`src/rtl/mem_arb_pkg.sv`:
```
// Shared constants for the two-port memory arbiter: FSM encoding, default
// timeout and requester identifiers.
package mem_arb_pkg;

    typedef enum logic [1:0] {
        IDLE    = 2'd0,
        GRANT_I = 2'd1,
        GRANT_D = 2'd2,
        RESP    = 2'd3
    } arb_state_t;

    typedef enum logic {
        REQ_IF = 1'b0,
        REQ_D  = 1'b1
    } req_id_t;

    localparam int TIMEOUT_CYCLES_DEFAULT = 255;

endpackage

```
`src/rtl/arb_timeout_counter.sv`:
```
// Counts cycles a grant has waited for its memory acknowledge and flags the
// cycle in which the wait reaches LIMIT.
module arb_timeout_counter #(
    parameter int LIMIT = 255
) (
    input  logic clk,
    input  logic reset,
    input  logic clear,
    input  logic enable,
    output logic expired
);

    localparam int W = $clog2(LIMIT + 1);

    logic [W-1:0] count_reg;

    always_ff @(posedge clk) begin
        if (!reset || clear) begin
            count_reg <= '0;
        end else if (enable && (count_reg != W'(LIMIT))) begin
            count_reg <= count_reg + 1'b1;
        end
    end

    // Fires during the LIMIT-th waiting cycle so the grant lasts exactly LIMIT cycles.
    assign expired = enable && (count_reg == W'(LIMIT - 1));

endmodule

```
`src/rtl/mem_port_arbiter.sv`:
```
// Round-robin arbiter sharing one memory port between an instruction-fetch
// and a data requester, with a per-grant acknowledge timeout.
module mem_port_arbiter
    import mem_arb_pkg::*;
#(
    parameter int TIMEOUT_CYCLES = TIMEOUT_CYCLES_DEFAULT
) (
    input  logic        clk,
    input  logic        reset,
    input  logic        if_req,
    input  logic [31:0] if_addr,
    output logic        if_ready,
    output logic [31:0] if_rdata,
    output logic        if_err,
    input  logic        d_req,
    input  logic        d_we,
    input  logic [31:0] d_addr,
    input  logic [31:0] d_wdata,
    output logic        d_ready,
    output logic [31:0] d_rdata,
    output logic        d_err,
    output logic        mem_req,
    output logic        mem_we,
    output logic [31:0] mem_addr,
    output logic [31:0] mem_wdata,
    input  logic        mem_ack,
    input  logic [31:0] mem_rdata
);

    arb_state_t state_reg;
    req_id_t    last_grant_reg;
    req_id_t    pick;
    logic       in_grant;
    logic       wait_clear;
    logic       wait_enable;
    logic       wait_expired;

    assign in_grant    = (state_reg == GRANT_I) || (state_reg == GRANT_D);
    assign wait_clear  = !in_grant;
    assign wait_enable = in_grant && !mem_ack;

    arb_timeout_counter #(
        .LIMIT(TIMEOUT_CYCLES)
    ) u_wait (
        .clk    (clk),
        .reset  (reset),
        .clear  (wait_clear),
        .enable (wait_enable),
        .expired(wait_expired)
    );

    // On a tie the requester that was not served last wins.
    always_comb begin
        pick = REQ_IF;
        if (d_req && (!if_req || (last_grant_reg == REQ_IF))) begin
            pick = REQ_D;
        end
    end

    always_ff @(posedge clk) begin
        if (!reset) begin
            state_reg      <= IDLE;
            last_grant_reg <= REQ_IF;
            mem_req        <= 1'b0;
            mem_we         <= 1'b0;
            mem_addr       <= '0;
            mem_wdata      <= '0;
            if_ready       <= 1'b0;
            if_err         <= 1'b0;
            if_rdata       <= '0;
            d_ready        <= 1'b0;
            d_err          <= 1'b0;
            d_rdata        <= '0;
        end else begin
            if_ready <= 1'b0;
            if_err   <= 1'b0;
            d_ready  <= 1'b0;
            d_err    <= 1'b0;
            case (state_reg)
                IDLE: begin
                    if (if_req || d_req) begin
                        mem_req <= 1'b1;
                        if (pick == REQ_D) begin
                            state_reg <= GRANT_D;
                            mem_addr  <= d_addr;
                            mem_we    <= d_we;
                            mem_wdata <= d_wdata;
                        end else begin
                            state_reg <= GRANT_I;
                            mem_addr  <= if_addr;
                            mem_we    <= 1'b0;
                            mem_wdata <= '0;
                        end
                    end
                end
                GRANT_I, GRANT_D: begin
                    // An acknowledge in the expiring cycle still counts as success.
                    if (mem_ack || wait_expired) begin
                        state_reg      <= RESP;
                        mem_req        <= 1'b0;
                        mem_we         <= 1'b0;
                        last_grant_reg <= (state_reg == GRANT_D) ? REQ_D : REQ_IF;
                        if (state_reg == GRANT_I) begin
                            if_ready <= 1'b1;
                            if_err   <= !mem_ack;
                            if_rdata <= mem_ack ? mem_rdata : 32'h0;
                        end else begin
                            d_ready <= 1'b1;
                            d_err   <= !mem_ack;
                            if (!mem_we) begin
                                d_rdata <= mem_ack ? mem_rdata : 32'h0;
                            end
                        end
                    end
                end
                RESP: begin
                    state_reg <= IDLE;
                end
                default: begin
                    state_reg <= IDLE;
                end
            endcase
        end
    end

endmodule
```
`config.mk`:
```
export PLATFORM = sky130hd
export DESIGN_NAME = mem_port_arbiter
export DESIGN_NICKNAME = d
export VERILOG_FILES = /design/src/rtl/mem_arb_pkg.sv /design/src/rtl/arb_timeout_counter.sv /design/src/rtl/mem_port_arbiter.sv
export SDC_FILE = /design/constraint.sdc
export NUM_CORES = 1
export LEC_CHECK = 0
export CAP_MARGIN = 40
export CORE_ASPECT_RATIO = 1.25
export CORE_UTILIZATION = 30
export DETAILED_ROUTE_END_ITERATION = 6
export HOLD_SLACK_MARGIN = 0.1
export PLACE_DENSITY = 0.59
export SETUP_SLACK_MARGIN = 0.05
export SLEW_MARGIN = 20
export SYNTH_ARGS = -nofsm -noshare
export SYNTH_HDL_FRONTEND = slang
export SYNTH_HIERARCHICAL = 1
export SYNTH_SLANG_ARGS = --single-unit
```
`constraint.sdc`:
```
create_clock -name clk -period 3.4 [get_ports clk]
set_clock_uncertainty 0.05 [all_clocks]
set_input_delay 0.68 -clock clk [delete_from_list [all_inputs] [get_ports clk]]
set_output_delay 0.68 -clock clk [all_outputs]
set_load 0.02 [all_outputs]
```
==> metrics.json <==
{
  "routing": {
    "num_vias": 5840,
    "route.antenna.remaining_nets": 0,
    "drt_drc_violations_left": 0,
    "post_drt_via_cell_ratio": 5.039,
    "detail_route.wirelength_mm": 18.94,
    "routed_wire_length_per_instance_um": 16.34,
    "dr.pass1.iters": 4,
    "dr.first_iter.drc_count": 349
  },
  "placed_design": {
    "gp_congestion": 0.7653,
    "post_dp_cell_area_um2": 8601,
    "place.port_buffers": 267,
    "dp_hpwl_mm": 12.34
  },
  "pwr": {
    "design_power_total_uw": 6894,
    "cellPowerDensity_nw_per_um2": 748.7,
    "p_leak_uw": 0.003259,
    "ir_drop_uv": 417.7
  },
  "finish": {
    "fin_util": 0.4867,
    "areaGrowthSynthToFinish_pct": 58.19,
    "layout_commonest_cell": "sky130_fd_sc_hd__clkdlybuf4s50_1",
    "layout.cell_area.non_filler_um2": 9208,
    "final_cell_mix": "266 x sky130_fd_sc_hd__clkdlybuf4s50_1, 145 x sky130_fd_sc_hd__dfxtp_1, 107 x sky130_fd_sc_hd__nand2_1, 66 x sky130_fd_sc_hd__o21ai_0, 66 x sky130_fd_sc_hd__a21oi_1",
    "nNetsFinal": 1054,
    "layout-drive-gt1-share": 0.07343
  },
  "clocking": {
    "clock-sinks": 145,
    "insertion_delay_ns": 0.41,
    "cts.reportedPaths.clkPinSlew_ns": 0.06,
    "number_of_instances_resized_during_post_cts_repair": 0,
    "root_buffer_cell": "sky130_fd_sc_hd__clkbuf_16",
    "cts_hold_buffers": 0,
    "max-clock-path-buffers": 2,
    "h-tree-depth": 4,
    "post_cts_buffers": 0,
    "total_clock_buffers_created_by_cts": 17,
    "tritoncts": "done"
  },
  "die": {
    "die_area_um2": 19970,
    "std_cell_rows": 56,
    "die_y_extent_um": 157.7,
    "core_region_area_um2": 18920,
    "top_level_ports": 268,
    "die_width_um": 126.6,
    "initial_utilization": 0.3077
  },
  "timing": {
    "hold_viol_final": 0,
    "fmaxAchievable_mhz": 372.7,
    "worst_pin_slew_ns": 0.7576,
    "post-route-min-period_ns": 2.683,
    "grt_setup_unrepaired": "false",
    "post-route-period-util": 0.7892,
    "tns_ns": 0,
    "setup_viol": 0,
    "max-slew-margin-rel": 0.4949,
    "report.final.slew_viol_count": 0
  },
  "grt": {
    "grt_resource_usage_total": 0.1909,
    "first_global_vias": 5852,
    "grt_first_pass_wirelength_mm": 30.13,
    "antenna_found_initial": 0,
    "grt_start_max_net_pins": 101,
    "grt-ovfl-total": 0
  },
  "synth": {
    "synthDistinctLibCells": 47,
    "synthesis.instances": 681,
    "synthesis.nets": 822,
    "post_synth_instance_area_um2": 5821,
    "ys_ff_latch": 145,
    "ys_dominant_reg_cell": "sky130_fd_sc_hd__dfxtp_1",
    "synthesis.yosys.warnings": 6,
    "synthDominantAreaCellType": "sky130_fd_sc_hd__dfxtp_1",
    "synth_largest_type_area_fraction": 0.4987,
    "synthesis.area_per_instance_um2": 8.547,
    "synth-async-reset-ratio": 0,
    "post_synth_main_area_contributors": "sky130_fd_sc_hd__dfxtp_1 50%, sky130_fd_sc_hd__nand2_1 6.9%, sky130_fd_sc_hd__a21oi_1 5.7%",
    "seq_area_frac_synth": 0.4987,
    "synth-edff-count": 0
  },
  "flow_run": {
    "timing.max_cap.violations": 0
  },
  "critical_path": {
    "cp.arrival_ns": 2.97,
    "worst_ep_required_time_ns": 3.69,
    "worstPathMaxFanout": 32,
    "kind_of_start_point_of_the_critical_path": "register",
    "crit_path_end_kind": "register",
    "critPathKind": "reg2reg"
  },
  "status": {
    "outcome": "finished clean"
  },
  "worst_hold_path": {
    "hold_path.class": "reg2reg"
  }
}
## power breakdown
part	leakage (µW)	internal (µW)	switching, µW
clock	0.000290	1140	766
combinational	0.00179	1120	1650
sequential	0.00118	2040	175
## Yosys cell counts (2+ instances only)
library cell and instances:
sky130_fd_sc_hd__clkbuf_2 2, sky130_fd_sc_hd__o21ai_0 66, sky130_fd_sc_hd__nand2b_1 2, sky130_fd_sc_hd__nor3b_2 2, sky130_fd_sc_hd__ha_1 7, sky130_fd_sc_hd__nand3_1 36
sky130_fd_sc_hd__buf_2 22, sky130_fd_sc_hd__nor3_1 3, sky130_fd_sc_hd__a31oi_1 34, sky130_fd_sc_hd__o21a_1 2, sky130_fd_sc_hd__and3_2 2, sky130_fd_sc_hd__dfxtp_1 145
sky130_fd_sc_hd__buf_1 3, sky130_fd_sc_hd__and3_1 2, sky130_fd_sc_hd__a21oi_1 66, sky130_fd_sc_hd__and4_4 4, sky130_fd_sc_hd__nor2_1 36, sky130_fd_sc_hd__nand2_1 107
sky130_fd_sc_hd__buf_4 10, sky130_fd_sc_hd__nor2b_1 2, sky130_fd_sc_hd__nand4_1 33, sky130_fd_sc_hd__inv_1 5, sky130_fd_sc_hd__o21ai_1 2, sky130_fd_sc_hd__mux2i_1 5
sky130_fd_sc_hd__clkbuf_1 30, sky130_fd_sc_hd__a32oi_1 32
## logic make-up (layout without fill, tap and decap cells)
kind of cell,after synthesis,in the layout,synth area share
AO/OA/AOI/OAI,217,217,0.2292
XOR/XNOR,1,1,0.001505
adder cells (fa/ha/maj),7,7,0.01505
buffers and inverters,72,317,0.05804
flip-flops,145,145,0.4987
multiplexers,5,5,0.008599
other,0,1,0
AND/OR/NAND/NOR,234,234,0.1890
## worst max-delay path, stage by stage, from the launching register on
cell and delay [ns]:
sky130_fd_sc_hd__dfxtp_1 0.40, sky130_fd_sc_hd__inv_1 0.08, sky130_fd_sc_hd__ha_1 0.30, sky130_fd_sc_hd__inv_1 0.09, sky130_fd_sc_hd__nor2_1 0.34, sky130_fd_sc_hd__and3_2 0.23, sky130_fd_sc_hd__and3_1 0.34, sky130_fd_sc_hd__o211a_4 0.47
sky130_fd_sc_hd__nand3_1 0.13, sky130_fd_sc_hd__a21oi_1 0.17
## routing by layer
metal	GRT usage	vias to the layer above	part of all wire
met4	0.08319	0	0.024
li1	-	2922	-
met2	0.3252	185	0.49
met3	0.05272	25	0.064
met5	0	-	0
met1	0.2245	2708	0.42
## stage by stage
stage	worst slack (ns)	cells	hold WS (ns)
floorplan	0.8046	681	0.4002
detailed placement	0.7556	1126	0.3956
finish	0.7169	1159	0.4014
global placement	0.8371	1126	0.3909
CTS	0.7328	1158	0.4046
global route	0.4916	1158	0.4208
## final cells by class
cell class / instances / area (µm²)
Clock inverter: 12 / 147.6
Tap cell: 232 / 290.3
Inverter: 5 / 18.77
Antenna cell: 1 / 2.502
Clock buffer: 20 / 456.7
Sequential cell: 145 / 2903
Timing Repair Buffer: 280 / 2790
Multi-Input combinational cell: 464 / 2599
Fill cell: 1841 / 9711
## final timing paths
check                                 start                   endpoint  slack, ns  cells past startpoint
setup reg to reg  state_reg[0]$_SDFFE_PN0P_  if_rdata[23]$_SDFFE_PN0P_       0.72                      9
setup / recovery  state_reg[0]$_SDFFE_PN0P_  if_rdata[23]$_SDFFE_PN0P_       0.72                      9
hold / removal         mem_req$_SDFFE_PN0P_       mem_req$_SDFFE_PN0P_       0.40                      2
hold reg to reg        mem_req$_SDFFE_PN0P_       mem_req$_SDFFE_PN0P_       0.40                      2
Power figures use the tool's default switching activity.
